==> src/rtl/uart_pkg.sv <==
// Shared definitions for the fifo-fed UART transmitter.
//   state_e : transmitter FSM states
//   LINE_*  : serial line levels for idle, start and stop
//   cnt_w() : counter width for a modulus, never less than one bit
package uart_pkg;

  typedef enum logic [2:0] {
    IDLE   = 3'd0,
    FETCH  = 3'd1,
    START  = 3'd2,
    DATA   = 3'd3,
    PARITY = 3'd4,
    STOP   = 3'd5
  } state_e;

  localparam logic LINE_IDLE  = 1'b1;
  localparam logic LINE_START = 1'b0;
  localparam logic LINE_STOP  = 1'b1;

  function automatic int cnt_w(input int n);
    return (n < 2) ? 1 : $clog2(n);
  endfunction

endpackage

==> src/rtl/uart_baud_cnt.sv <==
// Baud counter: counts 0..CLKS_PER_BIT-1 and wraps, pulsing tick on the last count.
// Ports:
//   clk_i   : system clock, rising edge
//   rst_i   : synchronous reset, active-high
//   clear_i : hold the count at 0 (used while no bit is on the line)
//   tick_o  : high on the final cycle of each serial bit
module uart_baud_cnt
  import uart_pkg::*;
#(
  parameter int CLKS_PER_BIT = 16
) (
  input  logic clk_i,
  input  logic rst_i,
  input  logic clear_i,
  output logic tick_o
);

  localparam int CW = cnt_w(CLKS_PER_BIT);
  localparam logic [CW-1:0] LAST = CW'(CLKS_PER_BIT - 1);

  logic [CW-1:0] cnt_q, cnt_d;

  always_comb begin
    cnt_d = cnt_q;
    if (clear_i) begin
      cnt_d = '0;
    end else if (cnt_q == LAST) begin
      cnt_d = '0;
    end else begin
      cnt_d = cnt_q + 1'b1;
    end
  end

  always_ff @(posedge clk_i) begin
    if (rst_i) begin
      cnt_q <= '0;
    end else begin
      cnt_q <= cnt_d;
    end
  end

  assign tick_o = !clear_i && (cnt_q == LAST);

endmodule

==> src/rtl/fifo_uart_tx.sv <==
// UART transmitter fed directly from a synchronous fifo with registered dout.
// Each byte is sent as start bit, data LSB first, optional parity, stop bit(s).
// Ports:
//   clk_i, rst_i   : clock and synchronous active-high reset
//   enable_i       : permits new frames to start (a running frame always completes)
//   fifo_empty_i   : fifo empty flag, looked at only in IDLE
//   fifo_dout_i    : fifo read data, used only in FETCH
//   fifo_rd_en_o   : one-cycle read strobe per frame
//   tx_o           : registered serial line, idle high
//   busy_o         : high from FETCH through the last stop-bit cycle
//   frame_done_o   : pulse on the final cycle of the last stop bit
//   state_o        : current FSM state, for observation
//
// Fifo handshake: fifo_rd_en_o is a strobe, high for exactly one cycle when the
// transmitter is IDLE, enabled, not in reset and the fifo is not empty; the fifo
// presents the popped word on fifo_dout_i during the following cycle (FETCH),
// which is the only cycle the data is captured. There is no line-side backpressure.
module fifo_uart_tx
  import uart_pkg::*;
#(
  parameter int WIDTH        = 8,
  parameter int CLKS_PER_BIT = 16,
  parameter int PARITY_EN    = 0,
  parameter int PARITY_ODD   = 0,
  parameter int STOP_BITS    = 1
) (
  input  logic             clk_i,
  input  logic             rst_i,
  input  logic             enable_i,
  input  logic             fifo_empty_i,
  input  logic [WIDTH-1:0] fifo_dout_i,
  output logic             fifo_rd_en_o,
  output logic             tx_o,
  output logic             busy_o,
  output logic             frame_done_o,
  output logic [2:0]       state_o
);

  // One index counter serves both the data bits and the stop bits.
  localparam int IDX_W = cnt_w((WIDTH > STOP_BITS) ? WIDTH : STOP_BITS);
  localparam logic [IDX_W-1:0] LAST_DATA = IDX_W'(WIDTH - 1);
  localparam logic [IDX_W-1:0] LAST_STOP = IDX_W'(STOP_BITS - 1);

  state_e             state_q, state_d;
  logic [WIDTH-1:0]   data_q, data_d;
  logic               par_q, par_d;
  logic [IDX_W-1:0]   idx_q, idx_d;
  logic               tx_q, tx_d;
  logic               baud_clear;
  logic               baud_tick;

  assign fifo_rd_en_o = (state_q == IDLE) && enable_i && !fifo_empty_i && !rst_i;

  // The bit timer only runs while a bit is actually on the line.
  assign baud_clear = (state_q == IDLE) || (state_q == FETCH);

  uart_baud_cnt #(
    .CLKS_PER_BIT(CLKS_PER_BIT)
  ) u_baud (
    .clk_i   (clk_i),
    .rst_i   (rst_i),
    .clear_i (baud_clear),
    .tick_o  (baud_tick)
  );

  // State register
  always_ff @(posedge clk_i) begin
    if (rst_i) begin
      state_q <= IDLE;
      data_q  <= '0;
      par_q   <= 1'b0;
      idx_q   <= '0;
      tx_q    <= LINE_IDLE;
    end else begin
      state_q <= state_d;
      data_q  <= data_d;
      par_q   <= par_d;
      idx_q   <= idx_d;
      tx_q    <= tx_d;
    end
  end

  // Next-state logic
  always_comb begin
    state_d = state_q;
    data_d  = data_q;
    par_d   = par_q;
    idx_d   = idx_q;
    case (state_q)
      IDLE: begin
        if (fifo_rd_en_o) state_d = FETCH;
      end
      FETCH: begin
        data_d  = fifo_dout_i;
        par_d   = (^fifo_dout_i) ^ (PARITY_ODD != 0);
        idx_d   = '0;
        state_d = START;
      end
      START: begin
        if (baud_tick) state_d = DATA;
      end
      DATA: begin
        if (baud_tick) begin
          if (idx_q == LAST_DATA) begin
            idx_d   = '0;
            state_d = (PARITY_EN != 0) ? PARITY : STOP;
          end else begin
            idx_d = idx_q + 1'b1;
          end
        end
      end
      PARITY: begin
        if (baud_tick) state_d = STOP;
      end
      STOP: begin
        if (baud_tick) begin
          if (idx_q == LAST_STOP) begin
            idx_d   = '0;
            state_d = IDLE;
          end else begin
            idx_d = idx_q + 1'b1;
          end
        end
      end
      default: state_d = IDLE;
    endcase
  end

  // Output logic. The line level is chosen from the state being entered so
  // that the registered tx changes on the same edge as the state.
  always_comb begin
    tx_d = LINE_IDLE;
    case (state_d)
      START:   tx_d = LINE_START;
      DATA:    tx_d = data_d[idx_d];
      PARITY:  tx_d = par_d;
      STOP:    tx_d = LINE_STOP;
      default: tx_d = LINE_IDLE;
    endcase
  end

  assign tx_o         = tx_q;
  assign busy_o       = (state_q != IDLE);
  assign frame_done_o = (state_q == STOP) && baud_tick && (idx_q == LAST_STOP);
  assign state_o      = state_q;

endmodule
==> config.mk <==
export PLATFORM = sky130hd
export DESIGN_NAME = fifo_uart_tx
export DESIGN_NICKNAME = d
export VERILOG_FILES = /design/src/rtl/uart_pkg.sv /design/src/rtl/uart_baud_cnt.sv /design/src/rtl/fifo_uart_tx.sv
export SDC_FILE = /design/constraint.sdc
export NUM_CORES = 1
export LEC_CHECK = 0
export ABC_AREA = 1
export CAP_MARGIN = 0
export CORE_AREA = 2 2 60 51
export CTS_CLUSTER_DIAMETER = 50
export DETAILED_ROUTE_END_ITERATION = 8
export DIE_AREA = 0 0 62 53
export PLACE_DENSITY = 0.69
export SYNTH_ARGS = -nofsm -noshare
export SYNTH_HDL_FRONTEND = slang
export SYNTH_SLANG_ARGS = --single-unit
export TNS_END_PERCENT = 5
==> constraint.sdc <==
create_clock -name clk_i -period 1.8 [get_ports clk_i]
set_clock_uncertainty 0.2 [all_clocks]
set_input_delay 0.36 -clock clk_i [delete_from_list [all_inputs] [get_ports clk_i]]
set_output_delay 0.36 -clock clk_i [all_outputs]
set_load 0.03 [all_outputs]
After elaboration in Yosys (flattened, before gate mapping)
Index checks and enable logic that the tools add are counted.
Cells by class
  $add $sub $neg: 2
  order comparisons: 1
  equality and inequality tests: 10
  multiplexer cells: 18
  reductions and logical operators: 15
Operators by type and width (count)
  two-way mux 3 bit: 11
  one-hot mux 3 bit (6 select lines): 1
  equality test 3 x 2 -> 1 bit (second input constant): 4
  equality test 3 bit (second input constant): 4
  one-hot mux 3 bit (3 select lines): 1
  two-way mux 8 bit: 1
  XOR reduction 8 bit: 1
  logical AND 1 bit: 6
  logical NOT 3 bit: 2
  adder 4 x 1 -> 4 bit (second input constant): 1
  equality test 4 bit (second input constant): 1
  < comparator 3 x 4 -> 1 bit (second input constant): 1
  adder 3 x 1 -> 3 bit (second input constant): 1
  binary-select mux 1 bit (select 3 bit): 1
  equality test 3 x 1 -> 1 bit (second input constant): 1
  logical NOT 1 bit: 3
  one-hot mux 1 bit (3 select lines): 1
  nonzero test 3 bit: 1
  OR reduction 3 bit: 1
  two-way mux 1 bit: 2
  logical OR 1 bit: 1
Word-level totals
  bits in registers: 20
  bits of input ports: 12
  output and inout port bits: 7
  logic and storage cells: 52

Longest topological paths before layout
Gate-level depths: netlist of the first run.
  depth in word-level cells: 9
  depth in mapped cells: 16

Cells and area by module
From an unflattened synthesis of the first run, not the netlist that was laid out.
Second synthesis, totals
  cells, all modules: 171
  area total of the unflattened synthesis: 1197.4 um2
By module, submodules not included
  fifo_uart_tx: instances 1, cells an instance 152, area each 1031.0 um2, sequential area each 320.3 um2
  uart_baud_cnt: instances 1, cells an instance 19, area each 166.4 um2, sequential area each 80.1 um2

Worst setup path after synthesis of the first run
No wires, ideal clock.
  path type: reg2reg
  from: register state_q[0] (netlist: state_o[0])
  to: register tx_q (netlist: tx_o)
  library setup time: 0.058 ns
  data arrival time: 1.932 ns
  path slack: -0.390 ns
  cell stages (with the launch flop): 10
  path buffers: 0
  cell sequence: dfxtp_1 > nor2_1 > nand3_1 > nor3_1 > nor2_1 > nand2_1 > nand2_1 > inv_1 > nand3_1 > nand2_1
On the way
  elaborated cells on any way between the ends: 31
  those cells by class: 8 x eq/ne; 16 x mux; 7 x reduce/logical
RTL lines
  from (decl): RTL line fifo_uart_tx.sv:44  | state_e state_q, state_d;
  from (signal assigned): RTL line fifo_uart_tx.sv:75  | state_q <= state_d;
  logical NOT 3 bit *: RTL line fifo_uart_tx.sv:52  | assign fifo_rd_en_o = (state_q == IDLE) && enable_i && !fifo_empty_i && !rst_i;
  logical AND 1 bit * (3 in a row): RTL line fifo_uart_tx.sv:52
  via fifo_rd_en_o: RTL line fifo_uart_tx.sv:32  | output logic fifo_rd_en_o,
  two-way mux 3 bit *: RTL line fifo_uart_tx.sv:91  | if (fifo_rd_en_o) state_d = FETCH;
  one-hot mux 3 bit (6 select lines) *: RTL line fifo_uart_tx.sv:89  | case (state_q)
  equality test 3 bit or equality test 3 x 2 -> 1 bit (tied branches): RTL line fifo_uart_tx.sv:133  | case (state_d)
  one-hot mux 1 bit (3 select lines) *: RTL line fifo_uart_tx.sv:133
  to (signal assigned): RTL line fifo_uart_tx.sv:79  | tx_q <= tx_d;
  to (decl): RTL line fifo_uart_tx.sv:48  | logic tx_q, tx_d;
The timed path passes the listed nets; every way through them passes the cells marked *. The select of a mux whose other input is x is not followed.
A chain may end at the register's enable or synchronous reset.

Final worst setup path of the first run
  from: register u_baud.cnt_q[0]
  to: output frame_done_o
On the way
  longest elaborated chain between the ends: 4
RTL lines
  from (decl): RTL line uart_baud_cnt.sv:21  | logic [CW-1:0] cnt_q, cnt_d;
  from (signal assigned): RTL line uart_baud_cnt.sv:38  | cnt_q <= cnt_d;
  equality test 4 bit: RTL line uart_baud_cnt.sv:42  | assign tick_o = !clear_i && (cnt_q == LAST);
  logical AND 1 bit: RTL line uart_baud_cnt.sv:42
  logical AND 1 bit (2 in a row): RTL line fifo_uart_tx.sv:144  | assign frame_done_o = (state_q == STOP) && baud_tick && (idx_q == LAST_STOP);
  to (decl): RTL line fifo_uart_tx.sv:35  | output logic frame_done_o,
Every way passes these cells.

==> results of run 1 <==
[cells in the mapped netlist]
cell type  instances
nand2_1           47
nand3_1           19
xnor2_1            4
nand4_1            2
or2_1              3
xor2_1             3
inv_1             21
o211ai_1           1
nor2_2             3
a21oi_1            7
clkbuf_1           1
nand2_4            3
inv_4              1
nand2_2            1
nor2_4             1
nor3_1             6
inv_2              4
o21a_1             3
o21bai_1           3
ha_1               4
o22ai_1            1
o21ai_0            2
nor3b_1            1
nor2_1            22
dfxtp_1           20
[where the power goes]
part | switching (mW) | internal, mW | total [mW] | leakage (nW)
Clock | 0.127 | 0.0781 | 0.205 | 0.0138
Combinational | 0.0794 | 0.0783 | 0.158 | 0.680
Sequential | 0.00523 | 0.450 | 0.455 | 0.166
Total | 0.211 | 0.606 | 0.818 | 0.859
[metal layers]
| layer | vias to the layer above | GRT usage, % |
|---|---|---|
| met5 | - | 0 |
| met4 | 0 | 4.610 |
| met2 | 29 | 36.11 |
| li1 | 686 | - |
| met1 | 599 | 26.78 |
| met3 | 7 | 5.379 |
[final cells by class]
type | count | area share (%)
clock buffer | 3 | 1.253
sequential | 20 | 22.91
timing repair buffer | 50 | 23.33
multi-input combinational | 136 | 44.15
inverter | 26 | 5.710
tap | 38 | 2.646
[kinds of logic (layout without fill, tap and decap cells)]
kind of cell	after synthesis	in the layout	synth area share [%]
AO/OA/AOI/OAI	17	17	8.566
XOR/XNOR	7	7	5.057
adder cells (fa/ha/maj)	4	4	4.128
buffers and inverters	27	79	8.566
flip-flops	20	20	33.02
AND/OR/NAND/NOR	108	108	40.66
[path summary, 6_finish.rpt]
| path | from | endpoint | slack, ps |
|---|---|---|---|
| max | u_baud.cnt_q[0] | frame_done_o | -160 |
| min | data_q[7] | data_q[7] | 280 |
| max reg2reg | idx_q[0] | tx_o | -130 |
| min reg2reg | data_q[7] | data_q[7] | 280 |
[layout by cell type, fill, tap and decap left out, drive strengths merged]
master and count:
clkdlybuf4s50 11, clkdlybuf4s15 1, nand2 51, ha 4
xor2 3, nor3b 1, nand4 2, clkbuf 3
a21oi 7, buf 34, nor2 26, o21ai 2
or2 3, o211ai 1, inv 26, dlygate4sd2 4
o21bai 3, nand3 19, xnor2 4, nor3 6
dfxtp 20, o22ai 1, o21a 3
[registers in the layout (all words and copies together) (netlist names)]
name,cells
data_q,8
u_baud.cnt_q,4
idx_q,3
state_o,3
par_q,1
tx_o,1
[per-stage QoR]
stage                     TNS [ps]  utilization (%)
after global routing        -829.1            67.58
final                       -447.4            67.58
after detailed placement    -624.4            62.49
after global placement      -409.3            62.49
after CTS                   -521.9            65.08
after floorplan                  0                -
[worst reg2reg max path: cells and delay by family, from the launching register on]
family                     cells  cell delay, ps
and+or+nand+nor                6             620
DFF                            1             380
adders and majority gates      2             370
AOI/OAI and AO/OA              1             180
buffers and inverters          1             110
[timing repair]
item                                    in CTS  in global routing
setup buffers                                3                  1
endpoints found under the setup margin      11                  7
pin swaps                                    1                  3
hold buffers                                 0                  0
gates resized for setup                     17                 17
==> impl_metrics.py, run 1 <==
metrics = {
    "worst_hold_path": {
        "hold_depth": 2,
        "min_path_type": "flip-flop to flip-flop",
    },
    "critical_path": {
        "max_stage_delay_ps": 360,
        "endpoint_kind": "primary output",
        "critPathMostFrequentCell": "buf_6",
        "critPathKind": "flip-flop to primary output",
        "worstSetupStartpointType": "flip-flop",
        "cp.arrival_ps": 1400,
        "worstPathRequired_ps": 1240,
        "crit_chain": "ha_4 -> nand2_4 -> nor2_4 -> nand2_2 -> buf_6 -> nor3_4 -> buf_6",
        "critPathTopFamily": "flip-flops",
        "cp.depth": 7,
        "critical_path.max_fanout": 2,
        "crit_buf_inv": 2,
        "slowest_stage": "dfxtp_2",
        "worst-r2r-cell-count": 10,
    },
    "routing": {
        "drc": 0,
        "ant_nets": 0,
        "wl_per_cell_um": 11.15,
        "vias": 1321,
        "wl_met3_um": 153,
        "drt-initial-drc-count": 48,
        "dr.pass1.iters": 4,
        "via_per_inst": 4.839,
        "drt-total-wl_um": 3044,
        "wl_met1_um": 1365,
        "met2_length_um": 1492,
        "dr.max_layer_used": "met4",
    },
    "placed_design": {
        "dpl_worst_slack_ps": -252.8,
        "place.port_buffers": 18,
        "hpwl_um": 2495,
        "dp.cells": 266,
        "gp_congestion": 0.9220,
        "placed_cell_area_um2": 1662,
    },
    "outcome": {
        "violations": "setup timing",
        "run_status": "finished, violations left",
    },
    "global_routing": {
        "overflow": 0,
        "antenna_found_initial": 0,
        "grt_usage_pct": 21.29,
        "grt_max_degree": 14,
        "grt_pass1_vias": 1292,
        "grt_pass1_wl_um": 5175,
    },
    "sta": {
        "setup-violations-final": 3,
        "max_freq_ghz": 0.5105,
        "drv_slew": 0,
        "whs_ps": 281.4,
        "hold_viol": 0,
        "layout_min_cycle_time_ps": 1959,
        "rsz0062_at_grt": "yes",
        "tightest_slew_ps": 302.7,
        "fin_crit_sh_pct": 108.8,
        "setup_slack_ps": -159.0,
        "slew_headroom_pct": 79.90,
    },
    "power_and_ir_drop": {
        "peakVddDrop_v": 0.0004086,
        "p_leak_nw": 0.8589,
        "p_total_mw": 0.8176,
        "p_per_area_nw_per_um2": 455.1,
    },
    "yosys": {
        "mappedNetlistArea_um2": 1212,
        "ys_warn_count": 0,
        "synth_nets": 199,
        "yosysTopAreaCellShare_pct": 33.02,
        "synth_area_per_cell_um2": 6.625,
        "ys_ff_latch": 20,
        "synth_area_leaders": "dfxtp_1, nand2_1, nand3_1",
        "synth.distinct_cells": 25,
        "yosysTopAreaCell": "dfxtp_1",
        "ys_seq_area_share_pct": 33.02,
        "synthCells": 183,
    },
    "cells_and_area": {
        "final_area_um2": 1797,
        "multi_input_area_um2": 793.3,
        "antenna_cells": 0,
        "seqCellArea_um2": 411.6,
        "drive_gt1_share_pct": 31.06,
        "fin_cells": 273,
        "area_growth_syn_to_layout_pct": 48.19,
        "layout.nets": 253,
        "fillers": 257,
    },
    "floorplanning": {
        "ios": 19,
        "fp-row-count": 17,
        "dieArea_um2": 3286,
        "chipWidth_um": 62,
        "core_um2": 2659,
        "fp.dieH_um": 53,
        "start_util_pct": 45.60,
    },
    "clock_network": {
        "htreeDepth": 1,
        "clk_pin_slew_worst_paths_ps": 100,
        "worstSkewPairLatency_ps": 300,
        "cts_root_buf": "clkbuf_4",
        "cts.path.max_buffers": 2,
        "cts_made_buffers": 3,
        "cts.sinks": 20,
        "cts_tree": "built",
    },
    "job": {
        "cap_violations": 0,
    },
}
Note: power is estimated with default switching activity, not from simulation.
==> inputs of run 2 (changes only) <==
--- a/config.mk
+++ b/config.mk
@@ -12,6 +12,7 @@
 export DETAILED_ROUTE_END_ITERATION = 8
 export DIE_AREA = 0 0 62 53
 export PLACE_DENSITY = 0.69
+export SLEW_MARGIN = 30
 export SYNTH_ARGS = -nofsm -noshare
 export SYNTH_HDL_FRONTEND = slang
 export SYNTH_SLANG_ARGS = --single-unit
==> results of run 2 <==
The final DEF is identical to that of run 1; final timing and power are the same.
==> inputs of run 3 (changes only) <==
--- a/config.mk
+++ b/config.mk
@@ -7,11 +7,11 @@
 export LEC_CHECK = 0
 export ABC_AREA = 1
 export CAP_MARGIN = 0
-export CORE_AREA = 2 2 60 51
+export CORE_AREA = 2 2 65 55
 export CTS_CLUSTER_DIAMETER = 50
 export DETAILED_ROUTE_END_ITERATION = 8
-export DIE_AREA = 0 0 62 53
-export PLACE_DENSITY = 0.69
+export DIE_AREA = 0 0 67 57
+export PLACE_DENSITY = 0.6
 export SLEW_MARGIN = 30
 export SYNTH_ARGS = -nofsm -noshare
 export SYNTH_HDL_FRONTEND = slang
==> impl_metrics.py, run 3 (same netlist as run 1, synthesis figures left out) <==
metrics = {
    "clock_network": {
        "cts_root_buf": "clkbuf_8",
        "cts_made_buffers": 3,
        "cts.path.max_buffers": 2,
        "htreeDepth": 1,
        "cts.sinks": 20,
        "clk_pin_slew_worst_paths_ps": 80,
        "worstSkewPairLatency_ps": 270,
        "postCtsHoldBufs": 0,
        "cts_tree": "built",
    },
    "critical_path": {
        "critPathCapture": "frame_done_o",
        "cp.arrival_ps": 1390,
        "cp-startpoint": "u_baud.cnt_q[0]",
        "rrSetupSlack_ps": -70,
        "reg2reg_from": "idx_q[1]",
        "critical_path.max_fanout": 2,
        "worstPathRequired_ps": 1240,
        "critPathKind": "flip-flop to primary output",
        "endpoint_kind": "primary output",
        "rr_endpoint": "tx_o",
        "worst-r2r-cell-count": 10,
        "worstSetupStartpointType": "flip-flop",
    },
    "floorplanning": {
        "core_um2": 3233,
        "start_util_pct": 37.50,
        "fp.dieH_um": 57,
        "dieArea_um2": 3819,
        "fp-row-count": 19,
        "chipWidth_um": 67,
        "ios": 19,
    },
    "placed_design": {
        "place.port_buffers": 18,
        "gp_congestion": 0.8802,
        "hpwl_um": 2365,
    },
    "routing": {
        "via_per_inst": 4.746,
        "vias": 1324,
        "ant_nets": 0,
        "wl_per_cell_um": 11.55,
        "drc": 0,
        "dr.pass1.iters": 4,
        "drt-initial-drc-count": 34,
        "drt-total-wl_um": 3223,
    },
    "cells_and_area": {
        "final_common_cell": "nand2_1",
        "largest_register": "data_q",
        "area_growth_syn_to_layout_pct": 53.87,
        "fillers": 316,
        "final_cell_mix": "nand2_1, buf_4, nand3_1, nor2_1, inv_1",
        "largestRegisters": "data_q x8, u_baud.cnt_q x4",
        "drive_gt1_share_pct": 33.76,
        "layout.nets": 254,
        "antenna_cells": 0,
        "largest_reg_flops": 8,
    },
    "power_and_ir_drop": {
        "p_leak_nw": 0.8838,
        "peakVddDrop_v": 0.0003800,
        "p_per_area_nw_per_um2": 584.5,
    },
    "worst_hold_path": {
        "min_path_type": "flip-flop to flip-flop",
    },
    "sta": {
        "max_freq_ghz": 0.5124,
        "drv_slew": 0,
        "rsz0062_at_grt": "yes",
        "layout_min_cycle_time_ps": 1951,
        "slew_headroom_pct": 79.35,
        "fin_tns_setup_ps": -225.3,
        "setup_slack_ps": -151.4,
        "whs_ps": 279.8,
        "fin_crit_sh_pct": 108.4,
        "setup-violations-final": 2,
        "hold_viol": 0,
        "tightest_slew_ps": 310.9,
    },
    "global_routing": {
        "grt_max_degree": 14,
        "grt_pass1_vias": 1186,
        "grt_pass1_wl_um": 5085,
        "overflow": 0,
        "antenna_found_initial": 0,
        "grt_usage_pct": 17.26,
    },
    "outcome": {
        "violations": "setup timing",
        "run_status": "finished, violations left",
    },
    "job": {
        "cap_violations": 0,
    },
}
## run 3: routing by layer
metal | vias to the layer above | routed length (um) | track usage, % | share of wire [%]
met1 | 608 | 1525 | 24.94 | 47
met2 | 23 | 1554 | 26.31 | 48
met4 | 0 | 36 | 5.248 | 1.1
met3 | 5 | 107 | 2.959 | 3.3
li1 | 688 | - | - | -
met5 | - | 0 | 0 | 0
## run 3: power breakdown
part           total (mW)  internal (mW)  switching, mW
Sequential          0.457          0.451        0.00591
Clock               0.471          0.298          0.174
Combinational       0.162         0.0819         0.0803
## run 3: final cells by class
type                            instances  area [um^2]  area share, %
Clock inverter                          1        30.03          1.610
Timing Repair Buffer                   51        420.4          22.54
Sequential cell                        20        409.1          21.93
Tap cell                               42        52.55          2.817
Clock buffer                            3        41.29          2.213
Multi-Input combinational cell        136        812.0          43.53
Inverter                               26        100.1          5.366
## run 3: stage by stage
step / util [%] / cells / power [mW] / setup WS, ps / cell area (um^2)
detailed placement: 51.78 / 271 / 0.6258 / -221.8 / 1674
finish: 57.70 / 279 / 1.090 / -151.4 / 1866
global placement: 51.78 / 271 / 0.6241 / -184.3 / 1674
global route: 57.70 / 279 / 1.122 / -231.0 / 1866
CTS: 55.88 / 278 / 1.088 / -169.5 / 1807
floorplan: - / 183 / 0.5496 / 1.026 / 1232
## run 3: repair_timing
action                     4_1_cts  5_1_grt
pin swaps                        2        9
buffers inserted                 3        1
gates resized for setup         20       18
setup endpoints to repair       11        8
## run 3: worst min path at each step
stage / from / endpoint / slack [ps] / cells after the start
2_1_floorplan: u_baud.cnt_q[0] / u_baud.cnt_q[0] / 220 / 1
3_3_place_gp: data_q[5] / data_q[5] / 260 / 2
3_5_place_dp: data_q[3] / data_q[3] / 270 / 2
4_1_cts: data_q[3] / data_q[3] / 280 / 2
5_1_grt: data_q[1] / data_q[1] / 300 / 2
6_report: data_q[3] / data_q[3] / 280 / 2
## run 3: critical path, stage by stage, from the launching register on
cell	delay (ps)
dfxtp_2	360
ha_4	150
nand2_4	60
nor2_4	90
nand2_2	80
buf_6	110
nor3_2	90
buf_4	180
